==> src/rtl/dance_pkg.sv <==
// Shared definitions for the dance game: flow states and pad bit positions.
// The renderer and the gameplay engine import this package as well.
package dance_pkg;

  typedef enum logic [2:0] {
    ST_MAIN     = 3'd0,
    ST_DIFF_SEL = 3'd1,
    ST_SONG_SEL = 3'd2,
    ST_GAMEPLAY = 3'd3,
    ST_PAUSED   = 3'd4,
    ST_RESULTS  = 3'd5
  } flow_state_t;

  localparam int BTN_UP    = 0;
  localparam int BTN_DOWN  = 1;
  localparam int BTN_LEFT  = 2;
  localparam int BTN_RIGHT = 3;

endpackage

==> src/rtl/menu_flow_ctrl_wrap_sel.sv <==
// Modular selection index 0..N-1 stepped by single-cycle inc/dec strobes.
// The index is held whenever en is low.
module wrap_sel #(
  parameter int N = 3,
  parameter int W = 4
) (
  input  logic         clk,
  input  logic         rst,
  input  logic         en,
  input  logic         inc,
  input  logic         dec,
  output logic [W-1:0] idx
);

  localparam logic [W-1:0] LAST = W'(N - 1);

  logic [W-1:0] idx_q;

  always_ff @(posedge clk or posedge rst) begin
    if (rst) begin
      idx_q <= '0;
    end else if (en && dec) begin
      idx_q <= (idx_q == '0) ? LAST : idx_q - 1'b1;
    end else if (en && inc) begin
      idx_q <= (idx_q == LAST) ? '0 : idx_q + 1'b1;
    end
  end

  assign idx = idx_q;

endmodule

==> src/rtl/menu_flow_ctrl.sv <==
// Game-flow controller: menu -> difficulty -> song -> gameplay/pause -> results.
// Acts on pad press edges with priority up > down > left > right.
module menu_flow_ctrl
  import dance_pkg::*;
#(
  parameter int N_DIFF      = 3,
  parameter int N_SONGS     = 3,
  parameter int IDX_W       = 4,
  parameter int TIMEOUT_CYC = 500_000_000
) (
  input  logic             clk,
  input  logic             rst,
  input  logic [3:0]       btn,
  input  logic             game_over,
  output logic [2:0]       state,
  output logic [IDX_W-1:0] diff_idx,
  output logic [IDX_W-1:0] song_idx,
  output logic             game_en,
  output logic             game_start,
  output logic             game_abort
);

  localparam int TW = (TIMEOUT_CYC > 0) ? $clog2(TIMEOUT_CYC + 1) : 1;
  localparam logic [TW-1:0] T_LAST = (TIMEOUT_CYC > 0) ? TW'(TIMEOUT_CYC - 1) : '0;

  flow_state_t   state_q;
  logic [3:0]    btn_q;
  logic [3:0]    press;
  logic [TW-1:0] timer_q;
  logic          game_en_q, game_start_q, game_abort_q;
  logic          p_up, p_down, p_left, p_right, any_press, timeout_hit;

  // One-hot resolution of simultaneous presses.
  always_comb begin
    press       = btn & ~btn_q;
    p_up        = press[BTN_UP];
    p_down      = press[BTN_DOWN] & ~press[BTN_UP];
    p_left      = press[BTN_LEFT] & ~press[BTN_UP] & ~press[BTN_DOWN];
    p_right     = press[BTN_RIGHT] & ~press[BTN_UP] & ~press[BTN_DOWN] & ~press[BTN_LEFT];
    any_press   = |press;
    timeout_hit = (TIMEOUT_CYC != 0) && (timer_q == T_LAST) && !any_press;
  end

  always_ff @(posedge clk or posedge rst) begin
    if (rst) begin
      state_q      <= ST_MAIN;
      btn_q        <= '0;
      timer_q      <= '0;
      game_en_q    <= 1'b0;
      game_start_q <= 1'b0;
      game_abort_q <= 1'b0;
    end else begin
      btn_q        <= btn;
      timer_q      <= '0;
      game_en_q    <= 1'b0;
      game_start_q <= 1'b0;
      game_abort_q <= 1'b0;
      case (state_q)
        ST_MAIN: begin
          if (any_press) state_q <= ST_DIFF_SEL;
        end
        ST_DIFF_SEL: begin
          if (p_down)                             state_q <= ST_SONG_SEL;
          else if (p_up)                          state_q <= ST_MAIN;
          else if (timeout_hit)                   state_q <= ST_MAIN;
          else if (!any_press && TIMEOUT_CYC != 0) timer_q <= timer_q + 1'b1;
        end
        ST_SONG_SEL: begin
          if (p_down) begin
            state_q      <= ST_GAMEPLAY;
            game_en_q    <= 1'b1;
            game_start_q <= 1'b1;
          end else if (p_up)                      state_q <= ST_DIFF_SEL;
          else if (timeout_hit)                   state_q <= ST_MAIN;
          else if (!any_press && TIMEOUT_CYC != 0) timer_q <= timer_q + 1'b1;
        end
        ST_GAMEPLAY: begin
          // End of song outranks a pause request in the same cycle.
          if (game_over)  state_q <= ST_RESULTS;
          else if (p_up)  state_q <= ST_PAUSED;
          else            game_en_q <= 1'b1;
        end
        ST_PAUSED: begin
          if (p_down) begin
            state_q   <= ST_GAMEPLAY;
            game_en_q <= 1'b1;
          end else if (p_up) begin
            state_q      <= ST_SONG_SEL;
            game_abort_q <= 1'b1;
          end
        end
        ST_RESULTS: begin
          if (any_press) state_q <= ST_SONG_SEL;
        end
        default: state_q <= ST_MAIN;
      endcase
    end
  end

  wrap_sel #(.N(N_DIFF), .W(IDX_W)) u_diff_sel (
    .clk (clk),
    .rst (rst),
    .en  (state_q == ST_DIFF_SEL),
    .inc (p_right),
    .dec (p_left),
    .idx (diff_idx)
  );

  wrap_sel #(.N(N_SONGS), .W(IDX_W)) u_song_sel (
    .clk (clk),
    .rst (rst),
    .en  (state_q == ST_SONG_SEL),
    .inc (p_right),
    .dec (p_left),
    .idx (song_idx)
  );

  assign state      = state_q;
  assign game_en    = game_en_q;
  assign game_start = game_start_q;
  assign game_abort = game_abort_q;

endmodule

==> config.mk <==
export PLATFORM = sky130hd
export DESIGN_NAME = menu_flow_ctrl
export DESIGN_NICKNAME = d
export VERILOG_FILES = /design/src/rtl/dance_pkg.sv /design/src/rtl/menu_flow_ctrl_wrap_sel.sv /design/src/rtl/menu_flow_ctrl.sv
export SDC_FILE = /design/constraint.sdc
export NUM_CORES = 1
export LEC_CHECK = 0
export CAP_MARGIN = 20
export CORE_MARGIN = 2
export CORE_UTILIZATION = 60
export CTS_BUF_LIST = sky130_fd_sc_hd__clkbuf_4
export DETAILED_ROUTE_END_ITERATION = 16
export PLACE_DENSITY = 0.82
export SLEW_MARGIN = 30
export SYNTH_ARGS = -nofsm -noshare
export SYNTH_HDL_FRONTEND = slang
export SYNTH_SLANG_ARGS = --single-unit
==> constraint.sdc <==
create_clock -name clk -period 5.1 [get_ports clk]
set_clock_uncertainty 0.05 [all_clocks]
set_input_delay 1.02 -clock clk [delete_from_list [all_inputs] [get_ports clk]]
set_output_delay 1.02 -clock clk [all_outputs]
set_load 0.02 [all_outputs]
# Word level (Yosys, flattened, before mapping)

Cells that the tools add are included.

Equality and inequality tests: 12
Add/subtract/negate cells: 5
Muxes and demuxes: 33
Bitwise operators: 11
Reduce and logical (&&, ||, !) cells: 15

Operator list:

| operator                                             | count |
|---|---|
| 2-to-1 mux 29 bit                                    | 5 |
| 2-to-1 mux 3 bit                                     | 11 |
| 2-to-1 mux 4 bit                                     | 8 |
| adder 29 x 1 -> 29 bit (second input constant)       | 1 |
| equality test 29 bit (second input constant)         | 1 |
| case mux 3 bit (6 select lines)                      | 1 |
| adder 4 x 1 -> 4 bit (second input constant)         | 2 |
| equality test 4 x 2 -> 1 bit (second input constant) | 2 |
| zero test 4 bit                                      | 2 |
| subtractor 4 x 1 -> 4 bit (second input constant)    | 2 |
| 2-to-1 mux 1 bit                                     | 7 |
| AND 1 bit                                            | 6 |
| equality test 3 x 2 -> 1 bit (second input constant) | 2 |
| equality test 3 bit (second input constant)          | 2 |
| != test 3 bit (second input constant)                | 2 |
| logical AND 1 bit                                    | 5 |
| AND 4 bit                                            | 1 |
| != test 2 bit (second input constant)                | 2 |
| NOT 4 bit                                            | 1 |
| AND reduction 4 bit                                  | 1 |
| nonzero test 2 bit                                   | 2 |
| OR reduction 2 bit                                   | 2 |
| OR reduction 4 bit                                   | 1 |
| equality test 3 x 1 -> 1 bit (second input constant) | 1 |
| other kinds (4)                                      | 6 |

Output and inout port bits: 14
Bits in registers: 47
Input port bits: 7
Word-level logic and storage cells: 84

# Depth between registers and ports, before layout

Gate-level depths: netlist of run 1.

Word-level depth: 9
Mapped depth: 7
Mapped depth without buffers: 6

# Modules after synthesis

A second synthesis of run 1 with hierarchy kept.

Cells, all modules: 289
Area, all modules: 2758.9 um2

Modules (own cells, without submodules):

| module         | seq. area each (um2) | instances | cells each | area each (um2) |
|---|---|---|---|---|
| menu_flow_ctrl | 975.9                | 1         | 215        | 2068.2 |
| wrap_sel       | 100.1                | 2         | 37         | 345.3 |

# Worst setup path before layout of run 1

Ideal clock, no wire load.

Path kind: input-to-reg
Start point: input port btn[2]
End point: register state_q[0] (netlist: state[0])
Stages: 5
Data required time: 4.925 ns
Path slack: 2.661 ns
Buffers on the path: 0
Data arrival time: 2.264 ns
Library setup time: 0.125 ns
Cells stage by stage: nand2b_1 o21ai_0 maj3_1 o31ai_1 mux2_2

Word-level cells in the longest chain between the ends: 8
Elaborated cells on any way between the ends: 13
Classes of those cells: eq/ne: 2; mux: 6; bitwise: 1; reduce/logical: 4

RTL lines:

| item                                              | line                 | source |
|---|---|---|
| from (decl)                                       | menu_flow_ctrl.sv:13 | `input logic [3:0] btn,` |
| AND 4 bit (*)                                     | menu_flow_ctrl.sv:35 | `press = btn & ~btn_q;` |
| OR reduction 4 bit (*)                            | menu_flow_ctrl.sv:40 | `any_press = \|press;` |
| zero test 1 bit                                   | -                    |  |
| logical AND 1 bit                                 | menu_flow_ctrl.sv:41 | `timeout_hit = (TIMEOUT_CYC != 0) && (timer_q == T_LAST) && !any_press;` |
| 2-to-1 mux 3 bit                                  | -                    |  |
| 2-to-1 mux 3 bit (on tied branches) (2 in series) | -                    |  |
| case mux 3 bit (6 select lines)                   | -                    |  |
| to (signal assigned)                              | menu_flow_ctrl.sv:46 | `state_q <= ST_MAIN;` |
| to (signal assigned)                              | menu_flow_ctrl.sv:60 | `if (any_press) state_q <= ST_DIFF_SEL;` |
| to (signal assigned)                              | menu_flow_ctrl.sv:63 | `if (p_down) state_q <= ST_SONG_SEL;` |
| to (decl)                                         | menu_flow_ctrl.sv:26 | `flow_state_t state_q;` |

Mark *: on every way between the ends. The rest lies on a longest branch, timed or not.
A chain may end at the register's enable or synchronous reset.

# Worst setup path in the final report of run 1

Ends and elaborated chain as after synthesis.

==> results of run 1 <==
[cell usage in the layout (no fill, tap or decap), drive strengths merged, types with 3 or more instances in the layout]
master	n
mux2	5
nor2b	5
clkdlybuf4s50	20
o31ai	4
clkbuf	6
dfrtp	47
nand4	7
o21ai	9
and3	4
nand2	14
inv	16
nand2b	6
nand3	16
and4	3
nor2	39
ha	11
nor3	14
nor3b	3
a21oi	3
xor2	5
nor4	9
xnor2	23
[power breakdown]
part	switching [mW]	internal [mW]	leakage (nW)	total, mW
combinational	0.218	0.190	0.500	0.408
sequential	0.0837	0.414	0.632	0.498
clock	0.117	0.0590	0.0333	0.176
[final cells by class]
class | instances | area, µm² | share of cell area [%]
multi-input cells | 209 | 1390 | 47.1
flip-flops and latches | 47 | 1180 | 39.8
repair buffers | 20 | 200 | 6.78
well taps | 52 | 65.1 | 2.20
inverters | 16 | 62.6 | 2.12
clock buffers | 6 | 45.0 | 1.53
clock inverters | 2 | 12.5 | 0.424
[stage by stage]
stage               cells  util, %
detailed placement    344     67.0
global route          352     68.3
finish                352     68.3
floorplan             280        -
CTS                   352     68.3
global placement      344     66.9
[worst max-delay path, stage by stage]
cell and delay (ps):
clkdlybuf4s50_1 430, nand2b_1 180, o21ai_0 300, maj3_1 460
o31ai_1 260, mux2_2 370
[sequential cells by signal (all words and copies together) (netlist names)]
| signal | flops |
|---|---|
| game_en | 1 |
| state | 3 |
| game_start | 1 |
| u_song_sel.idx | 4 |
| btn_q | 4 |
| u_diff_sel.idx | 4 |
| game_abort | 1 |
| timer_q | 29 |
[worst paths after layout]
kind,start,end,slack [ps]
max reg2reg,timer_q[9]$_DFF_PP0_,timer_q[16]$_DFF_PP0_,2810
max,btn[2],state[0]$_DFFE_PP0P_,2290
min,u_song_sel.idx[3]$_DFFE_PP0P_,u_song_sel.idx[3]$_DFFE_PP0P_,460
min reg2reg,u_song_sel.idx[3]$_DFFE_PP0P_,u_song_sel.idx[3]$_DFFE_PP0P_,460
min in group asynchronous,rst,u_song_sel.idx[2]$_DFFE_PP0P_,1000
max in group asynchronous,rst,u_diff_sel.idx[2]$_DFFE_PP0P_,3580
[logic make-up (layout without fill, tap and decap cells)]
group                      count (synthesis)  count (layout)  synth area share [%]
and+or+nand+nor                          128             128                  25.8
DFF                                       47              47                  44.0
adders and majority gates                 12              12                  5.52
AOI/OAI and AO/OA                         34              34                  8.70
xor gates and xnor gates                  28              28                  9.17
buffers and inverters                     24              44                  4.02
muxes                                      7               7                  2.85
[routing by layer]
| layer | wire (µm) | vias up | global-route usage, % |
|---|---|---|---|
| li1 | - | 1024 | - |
| met1 | 2490 | 990 | 31.1 |
| met2 | 2430 | 39 | 36.1 |
| met3 | 214 | 6 | 4.99 |
| met4 | 58 | 0 | 6.29 |
| met5 | 0 | - | 0 |
==> impl_metrics.toml, run 1 <==
[global_routing]
grt_pass1_vias = 2002
track_usage_pct = 22.5
grt_start_max_net_pins = 48
global_route_wire_length_before_repair_um = 9040
grt_overflow_total = 0
grt_antenna_before_repair = 0

[clock_network]
clk_root_buffer_cell = "clkbuf_4"
clock_path_buffers = 2
clk_pin_slew_ps = 130
cts_num_sinks = 47
hold_buffers = 0
tritoncts = "built"
clk-insertion-delay-late_ps = 360
cts_resized = 0
post_cts.repair.setup_buffers = 0
cts-htree-levels = 2
cts_made_buffers = 5

[placement]
place.port_buffers = 20
pre_cts_ws_ps = 2000
detailed_place_hpwl_um = 3510
placed_area_um2 = 2900
routabilityCongestion = 0.839

[synth]
post_synth_instance_area_um2 = 2680
ys_dominant_reg_cell = "dfrtp_1"
yosys.area.top_type_share_pct = 44.0
yosysSeqAreaShare_pct = 44.0
synth_most_common_cell = "dfrtp_1"
synth.largest_area_cell = "dfrtp_1"
syn_inst = 280
yosys_warnings = 0
synth_area_leaders = "dfrtp_1, xnor2_1, nor2_1"
synthDistinctLibCells = 49
async_flop_share_pct = 100
synthesis.area_per_instance_um2 = 9.55
netlist_top_cells_count = "dfrtp_1, nor2_1, xnor2_1"
syn_nets = 298
synth_edf_count = 0
synth_register_bits = 47

[timing]
setup_viol = 0
slew_headroom_pct = 54.4
rsz0062_at_grt = "false"
postLayoutSetupSlackWorst_ps = 2290
fin_worst_hold_slack_ps = 462
max_freq_mhz = 356
timing.final.max_slew_violations = 0
clock_period_minus_worst_slack_ps = 2810
finalCritPeriodShare_pct = 55.1
worst_slew_pin_slew_ps = 677
timing.setup.tns_ps = 0
finalHoldViolations = 0

[routing]
routed_via_density = 5.85
postRouteWirelength_um = 5190
num_vias = 2059
drt-wirelength-per-cell_um = 14.8
drc = 0
dr.pass1.iters = 4
first_iter_violations = 176
final_antenna_violating_net_count = 0

[die]
start_util_pct = 61.9
num_rows = 24
die_span_in_y_um = 70.8
design.die.area_um2 = 5010
top_level_ports = 21
die_x_um = 70.8
coreArea_um2 = 4320

[run]
timing.max_cap.violations = 0

[power_and_ir_drop]
vdd_drop_max_uv = 293
total_power_mw = 1.08
leakage_nw = 1.17
powerDensity_nw_per_um2 = 366

[final_layout]
nFillCells = 378
antenna_cells = 0
layout_cells_sized_above_1_pct = 6.67
finish.net_count = 317
area_added_between_synthesis_and_finish_pct = 10.4
stdcell_area_um2 = 2950

[setup_path]
worst_ep_arrival_time_ps = 3010
timing_worst_setup_path_type = "input pin to flop"
worstSetupStartpointType = "input pin"
worstPathMaxFanout = 6
worst_ep_required_time_ps = 5300
end_kind = "flop"
path_depth_of_the_worst_reg2reg_path = 5

[run_status]
status = "finished clean"

[worst_hold_path]
class_of_the_worst_hold_path = "flop to flop"
hold_path_depth = 1
Note: power is estimated with default switching activity, not from simulation.
==> run 2: changes to the inputs <==
- clock period: 5.1 -> 2.8 ns (I/O delays scaled with it)
==> run 2 against run 1 <==
Compared with the run above: utilization up 1.0 points; worst setup slack worse by 1800 ps; count of clock-buffer cells in the layout unchanged; critical path depth down 5; die area unchanged; final cell count up 1.1%; design area up 1.5%; clock power up 91%; worst hold slack better by 6.0 ps; global-route usage up 0.42 points; non-clock buffer count up 4.
==> impl_metrics.toml, run 2 (synthesized netlist as in run 1, its figures left out) <==
[run_status]
status = "finished clean"

[routing]
drc = 0
drt-wirelength-per-cell_um = 14.9
num_vias = 2124
first_iter_violations = 178
routed_via_density = 5.97
final_antenna_violating_net_count = 0
postRouteWirelength_um = 5290
dr.pass1.iters = 4

[final_layout]
nFillCells = 357
area_added_between_synthesis_and_finish_pct = 12.0
finish.net_count = 321
register_with_the_most_flip_flops = "timer_q"
layout_commonest_cell = "dfrtp_1"
non_filler_instance_count_after_layout = 356
largest_register_ffs = 29
antenna_cells = 0
stdcell_area_um2 = 3000
multi_input_logic_area_um2 = 1390
final_cell_mix = "dfrtp_1, nor2_1, xnor2_1, clkdlybuf4s50_1, nand3_1"
register_area_um2 = 1180
layout_cells_sized_above_1_pct = 8.22
final_core_util_pct = 69.3

[timing]
max_freq_mhz = 433
timing.final.max_slew_violations = 0
clock_period_minus_worst_slack_ps = 2310
finalCritPeriodShare_pct = 82.5
setup_viol = 0
worst_slew_pin_slew_ps = 662
timing.setup.tns_ps = 0
rsz0062_at_grt = "false"
slew_headroom_pct = 55.4
finalHoldViolations = 0

[clock_network]
cts_made_buffers = 5
clk_pin_slew_ps = 150
tritoncts = "built"
hold_buffers = 0
clk-insertion-delay-late_ps = 370
cts_resized = 0
clk_root_buffer_cell = "clkbuf_4"
cts_num_sinks = 47
post_cts.repair.setup_buffers = 0
clock_path_buffers = 2
cts-htree-levels = 2

[global_routing]
grt_pass1_vias = 2005
track_usage_pct = 22.9
grt_antenna_before_repair = 0
grt_overflow_total = 0
grt_start_max_net_pins = 28
global_route_wire_length_before_repair_um = 9160

[power_and_ir_drop]
total_power_mw = 2.00
powerDensity_nw_per_um2 = 667
leakage_nw = 1.19
vdd_drop_max_uv = 562

[setup_path]
path_depth_of_the_worst_reg2reg_path = 5
cp-startpoint = "state[0]$_DFFE_PP0P_"
end_kind = "output pin"
worst_ep_required_time_ps = 2190
cp-endpoint = "state[0]"
cpLargestDelayFamily = "buffers and inverters"
worst_ep_arrival_time_ps = 1700
worstSetupStartpointType = "flop"
path_cells = "clkdlybuf4s50_1"
timing_worst_setup_path_type = "flop to output pin"
worstPathMaxFanout = 15
reg2reg_to = "timer_q[3]$_DFF_PP0_"
timing.critical_path.slowest_stage_cell = "clkdlybuf4s50_1"
slowest_delay_ps = 700
cp.buffers_inverters = 1
reg2reg_setup_slack_ps = 540
crit_cells = 1
rr_startpoint = "timer_q[9]$_DFF_PP0_"

[placement]
detailed_place_hpwl_um = 3830
routabilityCongestion = 0.865
dp_cells = 348
place.port_buffers = 20
placed_area_um2 = 2940

[die]
top_level_ports = 21
start_util_pct = 61.9
design.die.area_um2 = 5010
coreArea_um2 = 4320
die_span_in_y_um = 70.8
die_x_um = 70.8
num_rows = 24

[run]
timing.max_cap.violations = 0

[worst_hold_path]
class_of_the_worst_hold_path = "input pin to asynchronous set/reset pin"
## run 2: cell types whose count changed in the layout (fill, tap and decap cells not counted)
cell / previous run / this run
buf_4: 0 / 3
buf_12: 0 / 1
clkinv_1: 1 / 0
clkinv_4: 1 / 0
clkinvlp_4: 0 / 1
inv_2: 0 / 1
inv_4: 1 / 0
inv_6: 0 / 1
## run 2: stage by stage
stage          hold WS, ps  worst slack [ps]
3_5_place_dp           451               275
5_1_grt                491               341
6_report               468               489
3_3_place_gp           442               347
4_1_cts                470               473
2_1_floorplan          418               821
## run 2: worst min-delay path by stage
stage | start | endpoint | slack (ps)
after floorplan | timer_q[0]$_DFF_PP0_ | timer_q[0]$_DFF_PP0_ | 420
after global placement | u_song_sel.idx[3]$_DFFE_PP0P_ | u_song_sel.idx[3]$_DFFE_PP0P_ | 440
after detailed placement | u_song_sel.idx[3]$_DFFE_PP0P_ | u_song_sel.idx[3]$_DFFE_PP0P_ | 450
after CTS | u_song_sel.idx[3]$_DFFE_PP0P_ | u_song_sel.idx[3]$_DFFE_PP0P_ | 470
after global routing | rst | timer_q[18]$_DFF_PP0_ | 490
final | rst | timer_q[4]$_DFF_PP0_ | 470
## run 2: metal layers
layer | global-route usage (%) | share of wire [%]
met4 | 7.76 | 1.4
met2 | 35.2 | 47
met5 | 0 | 0
met1 | 32.7 | 47
met3 | 4.84 | 5.0
## run 2: final cells by class
class                      instances  share of cell area [%]
inverter                          16                    2.00
clock buffer                       6                    1.50
timing repair buffer              24                    8.10
clock inverter                     2                   0.543
sequential                        47                    39.2
multi-input combinational        209                    46.4
tap                               52                    2.17
## run 2: where the power goes
part	leakage [nW]	internal, mW	switching [mW]
sequential	0.632	0.755	0.158
clock	0.0323	0.112	0.225
combinational	0.522	0.353	0.398
## run 2: worst register-to-register path: cells and delay by family (launching register included)
kind / cells / cell delay [ps]
simple gates: 5 / 1580
flops: 1 / 490
